### config.mk
export PLATFORM = sky130hd
export DESIGN_NAME = alu_regfile_sequencer
export DESIGN_NICKNAME = d
export VERILOG_FILES = /design/src/rtl/alu_regfile_sequencer.sv
export SDC_FILE = /design/constraint.sdc
export NUM_CORES = 1
export LEC_CHECK = 0
export CAP_MARGIN = 20
export CORE_AREA = 2 2 171 123
export CTS_BUF_LIST = sky130_fd_sc_hd__clkbuf_8
export CTS_CLUSTER_SIZE = 20
export DETAILED_ROUTE_END_ITERATION = 7
export DIE_AREA = 0 0 173 125
export GPL_ROUTABILITY_DRIVEN = 0
export PLACE_DENSITY = 0.7
export SYNTH_ARGS = -nofsm -noshare
export SYNTH_HDL_FRONTEND = slang
export SYNTH_SLANG_ARGS = --single-unit
### constraint.sdc
create_clock -name register_clk -period 2 [get_ports register_clk]
set_input_delay 0.2 -clock register_clk [delete_from_list [all_inputs] [get_ports register_clk]]
set_output_delay 0.2 -clock register_clk [all_outputs]
set_load 0.01 [all_outputs]
### src/rtl/alu_regfile_sequencer.sv
// Multi-cycle sequencer: accepts one instruction, reads operands, runs the ALU, writes back.
// Optional macro ALU_SEQ_R0_ZERO_EN makes register 0 read as zero and ignore writes.
module alu_regfile_sequencer #(
  parameter int unsigned OP_W = 4,
  parameter int unsigned AW   = 5,
  parameter int unsigned DW   = 32
) (
  input  logic            register_clk,
  input  logic            register_rst,
  input  logic            instr_valid,
  output logic            instr_ready,
  input  logic [OP_W-1:0] instr_op,
  input  logic [AW-1:0]   instr_rs1,
  input  logic [AW-1:0]   instr_rs2,
  input  logic [AW-1:0]   instr_rd,
  input  logic [4:0]      instr_shift,
  input  logic            instr_load,
  input  logic [DW-1:0]   instr_imm,
  output logic [AW-1:0]   read_reg1,
  output logic [AW-1:0]   read_reg2,
  input  logic [DW-1:0]   read_data1,
  input  logic [DW-1:0]   read_data2,
  output logic [DW-1:0]   alu_r1,
  output logic [DW-1:0]   alu_r2,
  output logic [4:0]      alu_shift,
  output logic [OP_W-1:0] alu_op,
  input  logic [DW-1:0]   alu_out,
  output logic            write_ctrl,
  output logic [DW-1:0]   wd,
  output logic [AW-1:0]   write_reg,
  output logic            write_enable,
  output logic            done_valid,
  output logic [DW-1:0]   done_result,
  output logic            done_err
);

  typedef enum logic [1:0] {StIdle, StRead, StExec, StWrite} state_e;

  state_e          state_q, state_d;
  logic [OP_W-1:0] op_q, op_d;
  logic [AW-1:0]   rs1_q, rs1_d, rs2_q, rs2_d, rd_q, rd_d;
  logic [4:0]      shift_q, shift_d;
  logic            load_q, load_d;
  logic [DW-1:0]   imm_q, imm_d;
  logic [DW-1:0]   opa_q, opa_d, opb_q, opb_d;
  logic [DW-1:0]   result_q, result_d;
  logic            err_q, err_d;
  logic            rd_writable;

  always_comb begin
    state_d  = state_q;
    op_d     = op_q;
    rs1_d    = rs1_q;
    rs2_d    = rs2_q;
    rd_d     = rd_q;
    shift_d  = shift_q;
    load_d   = load_q;
    imm_d    = imm_q;
    opa_d    = opa_q;
    opb_d    = opb_q;
    result_d = result_q;
    err_d    = err_q;
    unique case (state_q)
      StIdle: begin
        if (instr_valid) begin
          op_d    = instr_op;
          rs1_d   = instr_rs1;
          rs2_d   = instr_rs2;
          rd_d    = instr_rd;
          shift_d = instr_shift;
          load_d  = instr_load;
          imm_d   = instr_imm;
          err_d   = 1'b0;
          state_d = StRead;
        end
      end
      StRead: begin
        if (load_q) begin
          state_d = StWrite;
        end else begin
`ifdef ALU_SEQ_R0_ZERO_EN
          opa_d = (rs1_q == '0) ? '0 : read_data1;
          opb_d = (rs2_q == '0) ? '0 : read_data2;
`else
          opa_d = read_data1;
          opb_d = read_data2;
`endif
          state_d = StExec;
        end
      end
      StExec: begin
        if (op_q < OP_W'(7)) begin
          result_d = alu_out;
        end else if (op_q < OP_W'(9)) begin
          // max/min of equal operands is either operand; take r1 directly
          result_d = (opa_q == opb_q) ? opa_q : alu_out;
        end else begin
          result_d = '0;
          err_d    = 1'b1;
        end
        state_d = StWrite;
      end
      StWrite: state_d = StIdle;
      default: state_d = StIdle;
    endcase
  end

  always_ff @(posedge register_clk) begin
    if (register_rst) begin
      state_q  <= StIdle;
      op_q     <= '0;
      rs1_q    <= '0;
      rs2_q    <= '0;
      rd_q     <= '0;
      shift_q  <= '0;
      load_q   <= 1'b0;
      imm_q    <= '0;
      opa_q    <= '0;
      opb_q    <= '0;
      result_q <= '0;
      err_q    <= 1'b0;
    end else begin
      state_q  <= state_d;
      op_q     <= op_d;
      rs1_q    <= rs1_d;
      rs2_q    <= rs2_d;
      rd_q     <= rd_d;
      shift_q  <= shift_d;
      load_q   <= load_d;
      imm_q    <= imm_d;
      opa_q    <= opa_d;
      opb_q    <= opb_d;
      result_q <= result_d;
      err_q    <= err_d;
    end
  end

`ifdef ALU_SEQ_R0_ZERO_EN
  assign rd_writable = (rd_q != '0);
`else
  assign rd_writable = 1'b1;
`endif

  assign instr_ready  = (state_q == StIdle);
  assign read_reg1    = rs1_q;
  assign read_reg2    = rs2_q;
  assign alu_r1       = opa_q;
  assign alu_r2       = opb_q;
  assign alu_shift    = shift_q;
  assign alu_op       = op_q;
  assign write_ctrl   = ~load_q;
  assign wd           = imm_q;
  assign write_reg    = rd_q;
  assign done_valid   = (state_q == StWrite);
  assign write_enable = done_valid & ~err_q & rd_writable;
  assign done_result  = load_q ? imm_q : result_q;
  assign done_err     = done_valid & err_q;

endmodule

==> results of run 1 <==
-- area by class of cell --
| class | count | area [µm²] |
|---|---|---|
| clock buffer | 17 | 234.0 |
| inverter | 3 | 13.76 |
| timing repair buffer | 405 | 4163 |
| tap | 276 | 345.3 |
| fill | 1816 | 8330 |
| sequential | 156 | 3146 |
| clock inverter | 15 | 187.7 |
| multi-input combinational | 623 | 3730 |
-- critical path: cells and delay by family (launching register included) --
kind / cells / cell delay (ns)
simple gates: 4 / 1.01
flops: 1 / 0.36
buf+inv: 2 / 0.34
xor+xnor: 1 / 0.21
-- power groups by stage --
stage | registers (mW) | clock network (mW) | logic [mW]
6_report | 4.66 | 2.59 | 8.35
5_1_grt | 4.76 | 2.78 | 8.93
4_1_cts | 4.61 | 2.64 | 6.98
3_5_place_dp | 4.67 | 0 | 7.06
3_3_place_gp | 4.66 | 0 | 7.01
2_1_floorplan | 4.77 | 0 | 3.26
-- final timing paths --
kind | start | cells after the start | slack, ns | to
worst min register to register | write_reg[1] | 2 | 0.46 | write_reg[1]
worst min-delay path | instr_op[0] | 3 | 0.27 | alu_op[0]
worst max-delay path | alu_r2[16] | 7 | 0.02 | result_q[11]
worst max register to register | alu_r2[16] | 7 | 0.02 | result_q[11]
-- cells in the final DEF (no fill, tap or decap), drive strengths merged, types with 2 or more instances in the layout --
master,netlist,routed
nand2b,2,2
nor2b,2,2
bufinv,0,3
clkdlybuf4s50,0,278
o211ai,32,32
nand3,34,34
xnor2,2,2
a32oi,32,32
clkinvlp,0,3
a21oi,125,125
clkdlybuf4s15,0,12
nand2,276,276
nor4,7,7
xor2,30,30
nor3,2,2
ha,4,4
clkinv,0,3
or4,32,32
nor2,2,2
a31oi,2,2
dfxtp,156,156
buf,16,85
and2,2,2
inv,3,9
mux2,32,32
dlygate4sd2,0,20
clkbuf,56,26
-- Yosys cell counts, drive strengths merged (7+ instances only) --
library cell,n,area [µm²]
a21oi,125,629.4
nor4,7,50.05
nand2,276,1036
buf,16,72.57
dfxtp,156,3123
mux2,32,360.4
clkbuf,56,232.7
or4,32,240.2
xor2,30,262.8
o211ai,32,240.2
nand3,34,180.2
a32oi,32,280.3
-- kinds of logic after synthesis --
group,Yosys count,synth area share [%]
DFF,156,45.22
adders and majority gates,4,0.7247
buffers and inverters,77,4.837
xor gates and xnor gates,32,4.058
muxes,33,5.362
and+or+nand+nor,361,22.79
AOI/OAI and AO/OA,193,17.01
-- per-layer routing --
layer / up-vias / share of wire [%] / global-route usage, %
met2: 343 / 45 / 38.42
met4: 0 / 1.5 / 6.381
met1: 3640 / 44 / 30.03
met5: - / 0 / 0
met3: 28 / 9.3 / 7.786
li1: 3671 / - / -
-- through the flow --
step / setup WS [ns] / util, % / power (mW) / hold slack [ns]
detailed placement: 0.007416 / 52.86 / 11.73 / 0.4454
floorplan: 0.1459 / - / 8.038 / 0.3360
global route: -0.04627 / 58.66 / 16.48 / 0.2431
global placement: 0.02355 / 52.86 / 11.67 / 0.4412
CTS: 0.001326 / 55.06 / 14.23 / 0.2496
finish: 0.01720 / 58.66 / 15.60 / 0.2669
-- timing repair --
action / 4_1_cts / 5_1_grt
gates cloned: 1 / 12
pin swaps: 0 / 40
resized for setup: 39 / 86
endpoints found under the setup margin: 38 / 43
buffers inserted: 0 / 20
==> results.cfg, run 1 <==
[worst_setup_path]
crit_type = reg2reg
crit_fanout = 8
crit_path_end_kind = flip-flop
path_cells = xor2_2 -> nor4_1 -> nand3_2 -> buf_6 -> clkbuf_16 -> or4_1 -> nand3_1
crit_required_ns = 2.39
start_kind = flip-flop
slowest_stage = or4_1
worstPathArrival_ns = 2.37
slowest_delay_ns = 0.48

[flow_run]
maxCapViolCount = 0

[floorplan]
coreArea_um2 = 20150
initial_utilization_pct = 34.28
die_w_um = 173
dieArea_um2 = 21630
rows = 44
die_h_um = 125
ioPinCount = 313

[clocking]
cts_buffer_depth = 2
cts_root_buf = clkbuf_8
holdBufCountCts = 0
clock_sinks = 156
clkLatencyLatePin_ns = 0.46
cts_tree = built
htree_levels = 4
cts-buffers-inserted = 17
path_clk_slew_ns = 0.10

[logic_synthesis]
ys_async_sr_fraction_pct = 0
ys_seq_elements = 156
ys_types = 33
seq_area_frac_synth_pct = 45.22
synth_area_um2 = 6907
avgSynthCellArea_um2 = 8.068
synth_nets = 1016
ys_warn_count = 0
synth_top_flop_cell = dfxtp_1
postSynthCellCount = 856
synth_edf_count = 0

[routing]
dr.pass1.iters = 5
vias = 7682
wl_per_cell_um = 18.72
via_per_inst = 5.138
drt-initial-drc-count = 708
ant_nets = 0
drcViolationCount = 0
finalWirelength_mm = 27.99

[sta]
relSlewSlack_pct = 32.53
hold_viol_final = 0
tightest_slew_ns = 1.012
timing.final.crit_share_pct = 99.14
rsz0062_at_grt = true
maxSlewViolCount = 0
final-setup-viol-count = 0
min_period_ns = 1.983
finalSetupTns_ns = 0
clock.fmax_mhz = 504.3
finClkSkew_ns = 0.01756

[finish]
final_area_um2 = 11820
nets = 1366
area_growth_pct = 71.12
drive_above_1_share_pct = 18.38
final_cells = 1495
diodes = 0

[grt]
grtUsageTotal_pct = 23.59
grt_max_degree = 90
grt_overflow = 0
antenna_found_initial = 0
grt_pass1_wl_mm = 40.34
grt_pass1_vias = 7282

[worst_hold_path]
hold_class = in2reg

[power_and_ir_drop]
p_int_mw = 9.238
p_per_area_nw_per_um2 = 1320
swShare_pct = 40.77
power.switching_mw = 6.360
vdd_drop_max_mv = 0.6286
seqPwrFrac_pct = 29.9
leakage_nw = 4.725
power_frac_comb_pct = 53.5
clkPwrFrac_pct = 16.6

[placed_design]
place_hpwl_mm = 18.67
portBuffers = 312
dp.cells = 1430
dpl_cell_area_um2 = 10650

[outcome]
status = complete, no violations
Note: power is estimated with default switching activity, not from simulation.
==> run 2: changes to the inputs <==
- clock period: 2 -> 2.05 ns (I/O delays scaled with it)
==> results.cfg, run 2 (synthesis results as in run 1) <==
[power_and_ir_drop]
p_int_mw = 8.276
p_per_area_nw_per_um2 = 1267
swShare_pct = 41.46
power.switching_mw = 5.861
clkPwrFrac_pct = 16.9
leakage_nw = 4.481
fin_total_pwr_mw = 14.14
power_frac_comb_pct = 51.1
vdd_drop_max_mv = 0.6192
seqPwrFrac_pct = 32.0

[clocking]
cts_tree = built
cts_buffer_depth = 2
htree_levels = 4
cts-buffers-inserted = 17
clock_sinks = 156
clkLatencyLatePin_ns = 0.46
path_clk_slew_ns = 0.10
cts_root_buf = clkbuf_8

[finish]
final_area_um2 = 11160
layout_common_cells = clkdlybuf4s50_1, nand2_1, dfxtp_1
drive_above_1_share_pct = 13.01
final_cells = 1460
layout_commonest_cell = clkdlybuf4s50_1
nets = 1332
area_growth_pct = 61.61
diodes = 0

[floorplan]
die_h_um = 125
ioPinCount = 313
die_w_um = 173
initial_utilization_pct = 34.28
rows = 44
coreArea_um2 = 20150
dieArea_um2 = 21630

[placed_design]
portBuffers = 312
dpl_cell_area_um2 = 10540
place_hpwl_mm = 18.44
dp.cells = 1420

[grt]
grt_pass1_wl_mm = 39.73
grt_pass1_vias = 7072
grt_overflow = 0
grtUsageTotal_pct = 23.11
antenna_found_initial = 0
grt_max_degree = 126

[routing]
via_per_inst = 5.086
drt-initial-drc-count = 547
drcViolationCount = 0
wl_per_cell_um = 18.40
vias = 7425
ant_nets = 0
finalWirelength_mm = 26.87
dr.pass1.iters = 5

[outcome]
status = complete, no violations

[sta]
relSlewSlack_pct = 59.26
final-setup-viol-count = 0
min_period_ns = 2.012
rsz0062_at_grt = true
timing.final.crit_share_pct = 98.17
finClkSkew_ns = 0.01657
maxSlewViolCount = 0
hold_viol_final = 0
clock.fmax_mhz = 496.9
tightest_slew_ns = 0.6110

[worst_setup_path]
slowest_delay_ns = 0.40
worst-path-buf-inv = 2
rrSetupSlack_ns = 0.04
crit_path_end_kind = flip-flop
crit_fanout = 32
crit_required_ns = 2.39
slowest_stage = nor4_2
path_common_cell = nand3_2
worstPathArrival_ns = 2.35
path_cells = xor2_1 -> nor4_2 -> nand3_2 -> buf_4 -> clkbuf_16 -> a32oi_1 -> nand3_2
start_kind = flip-flop
crit_type = reg2reg
crit_family = simple AND/OR/NAND/NOR gates

[flow_run]
maxCapViolCount = 0

[worst_hold_path]
hold_class = in2reg
==> run 2: cell types whose count changed in the layout (fill, tap and decap cells not counted), sizes merged <==
cell	previous run	this run
clkdlybuf4s50	278	279
dlygate4sd2	20	23
clkinv	3	5
clkinvlp	3	2
bufinv	3	2
clkbuf	26	20
dlymetal6s2s	1	9
inv	9	8
clkdlybuf4s15	12	0
buf	85	57
==> run 2: stage by stage <==
step           hold WS (ns)  worst slack, ns  setup TNS, ns  util, %
6_report             0.2800          0.03755              0    55.40
4_1_cts              0.2609         -0.01680       -0.04297    54.22
5_1_grt              0.2699         -0.03680        -0.4681    55.40
2_1_floorplan        0.3410           0.1959              0        -
3_3_place_gp         0.4416           0.1384              0    52.30
3_5_place_dp         0.4483          0.07910              0    52.30
==> run 2: metal layers <==
layer	track usage [%]	wire (µm)
met1	30.14	11760
met2	37.98	12600
met3	6.721	2138
met4	5.184	360
met5	0	0
==> run 2: final cells by class <==
cell class / instances / area [µm²]
clock buffer: 17 / 234.0
clock inverter: 14 / 161.4
fill: 1911 / 8987
inverter: 3 / 11.26
multi-input combinational: 623 / 3558
sequential: 156 / 3132
tap: 276 / 345.3
timing repair buffer: 371 / 3720
==> run 2: power groups by stage <==
stage	clock network (mW)	registers (mW)	logic, mW
after floorplan	0	4.66	3.18
after global placement	0	4.56	6.70
after detailed placement	0	4.57	6.76
after CTS	2.44	4.51	6.66
after global routing	2.56	4.62	7.78
final	2.40	4.52	7.22
==> run 2: worst reg2reg max path, cell delays in order (launching register included) <==
cell and delay (ns):
dfxtp_1 0.35, xor2_1 0.23, nor4_2 0.40, nand3_2 0.17, buf_4 0.18, clkbuf_16 0.20, a32oi_1 0.27, nand3_2 0.10
==> run 2: path summary, 6_finish.rpt <==
kind / cells after the start / from / to
worst min-delay path: 3 / instr_rs1[2] / read_reg1[2]
worst min register to register: 2 / alu_shift[3] / alu_shift[3]
worst max register to register: 7 / alu_r2[13] / result_q[4]
worst max-delay path: 7 / alu_r2[13] / result_q[4]
==> run 2: what timing repair did <==
item / 4_1_cts / 5_1_grt
resized for setup: 28 / 33
pin swaps: 0 / 9
cloned: 0 / 5
hold buffers: 0 / 0
setup buffers: 0 / 4
setup endpoints to repair: 32 / 43
==> run 3: changes to the inputs <==
- clock period: 2.05 -> 2.4 ns (I/O delays scaled with it)
==> results.cfg, run 3 (synthesis results as in run 1) <==
[outcome]
status = complete, no violations

[sta]
worst_slack_ns = 0.1466
hold_viol_final = 0
clock.fmax_mhz = 443.8
relSlewSlack_pct = 45.08
min_period_ns = 2.253
rsz0062_at_grt = false
final-setup-viol-count = 0
maxSlewViolCount = 0
finClkSkew_ns = 0.02192
finalSetupTns_ns = 0
timing.final.crit_share_pct = 93.89
tightest_slew_ns = 0.8238

[worst_setup_path]
r2r_cells = 6
crit_path_end_kind = output port
rrSetupSlack_ns = 0.21
regToRegStartpoint = alu_r2[15]
crit_required_ns = 2.16
crit_fanout = 23
worstPathArrival_ns = 2.01
start_kind = flip-flop
crit_type = reg2out
reg2reg_to = result_q[15]

[grt]
grt_pass1_wl_mm = 39.23
grt_pass1_vias = 6897
grt_max_degree = 74
antenna_found_initial = 0
grt_overflow = 0
grtUsageTotal_pct = 22.94

[clocking]
cts_root_buf = clkbuf_8
cts_tree = built
htree_levels = 4
holdBufCountCts = 0
cts_setup_buffers = 0
clkLatencyLatePin_ns = 0.46
path_clk_slew_ns = 0.11
cts-buffers-inserted = 17
clock_sinks = 156
cts_buffer_depth = 2
cts-resized-gates = 0

[routing]
via_per_inst = 5.086
ant_nets = 0
wl_per_cell_um = 17.93
drt-initial-drc-count = 536
drcViolationCount = 0
finalWirelength_mm = 25.52
dr.pass1.iters = 5
vias = 7238

[placed_design]
portBuffers = 312
dpl_cell_area_um2 = 10310
place_ws_ns = 0.3060
place_hpwl_mm = 18.43

[power_and_ir_drop]
p_int_mw = 6.809
vdd_drop_max_mv = 0.5755
seqPwrFrac_pct = 34.0
clkPwrFrac_pct = 18.0
power_frac_comb_pct = 48.0
p_per_area_nw_per_um2 = 1074
swShare_pct = 40.81
power.switching_mw = 4.695
leakage_nw = 3.952

[worst_hold_path]
min-delay-start = read_data2[20]
min_to = alu_r2[20]
hold_class = in2reg
min_path_cells = 3

[floorplan]
coreArea_um2 = 20150
dieArea_um2 = 21630
initial_utilization_pct = 34.28
die_w_um = 173
die_h_um = 125
ioPinCount = 313
rows = 44

[flow_run]
maxCapViolCount = 0

[finish]
final_area_um2 = 10710
diodes = 0
area_growth_pct = 55.09
drive_above_1_share_pct = 8.282
final_util_pct = 53.16
fillCellCount = 1912
layout_common_cells = clkdlybuf4s50_1, nand2_1, dfxtp_1
layout_commonest_cell = clkdlybuf4s50_1
nets = 1294
run 3: changes by cell type in the layout (fill, tap and decap cells not counted), moves of 9 or more:
cell             before  now
dlymetal6s2s_1        9    0
buf_4                45   16
clkdlybuf4s50_1     279  311
dlygate4sd2_1        23    0
run 3: worst max-delay path, stage by stage, from the launching register on:
cell             delay (ns)
dfxtp_2                0.34
buf_4                  0.31
mux2_2                 0.40
clkdlybuf4s50_1        0.49
run 3: power by group through the flow:
stage,Combinational [mW],Clock [mW],Sequential [mW]
floorplan,2.72,0,3.98
global placement,5.48,0,3.96
detailed placement,5.52,0,3.97
CTS,5.55,2.13,3.92
global route,6.01,2.25,4.00
finish,5.53,2.07,3.91
run 3: worst max path at each step:
stage | start | end | slack (ns) | cells after the start
floorplan | alu_r2[24] | result_q[26] | 0.55 | 6
global placement | alu_r1[31] | result_q[31] | 0.37 | 6
detailed placement | alu_r1[31] | result_q[6] | 0.31 | 6
CTS | load_q | done_result[2] | 0.12 | 3
global route | load_q | done_result[4] | 0.06 | 3
finish | load_q | done_result[3] | 0.15 | 3
run 3: per-layer routing:
layer | up-vias | part of all wire, % | global-route usage [%]
li1 | 3522 | - | -
met1 | 3410 | 43 | 29.30
met2 | 281 | 46 | 37.58
met3 | 25 | 8.7 | 7.573
met4 | 0 | 1.5 | 5.583
met5 | - | 0 | 0
run 3: stage by stage:
step                std cells  total power, mW  hold WS (ns)
CTS                      1423            11.60        0.2912
global placement         1391            9.434        0.4409
detailed placement       1391            9.493        0.4469
finish                   1423            11.50        0.3183
global route             1423            12.26        0.2904
floorplan                 856            6.699        0.3760
run 3: layout make-up:
class / count / area (µm²) / share of cell area [%]
multi-input cells: 623 / 3473 / 32.43
repair buffers: 333 / 3353 / 31.30
flip-flops and latches: 156 / 3124 / 29.17
well taps: 276 / 345.3 / 3.224
clock buffers: 18 / 247.7 / 2.313
clock inverters: 14 / 156.4 / 1.460
inverters: 3 / 11.26 / 0.1051
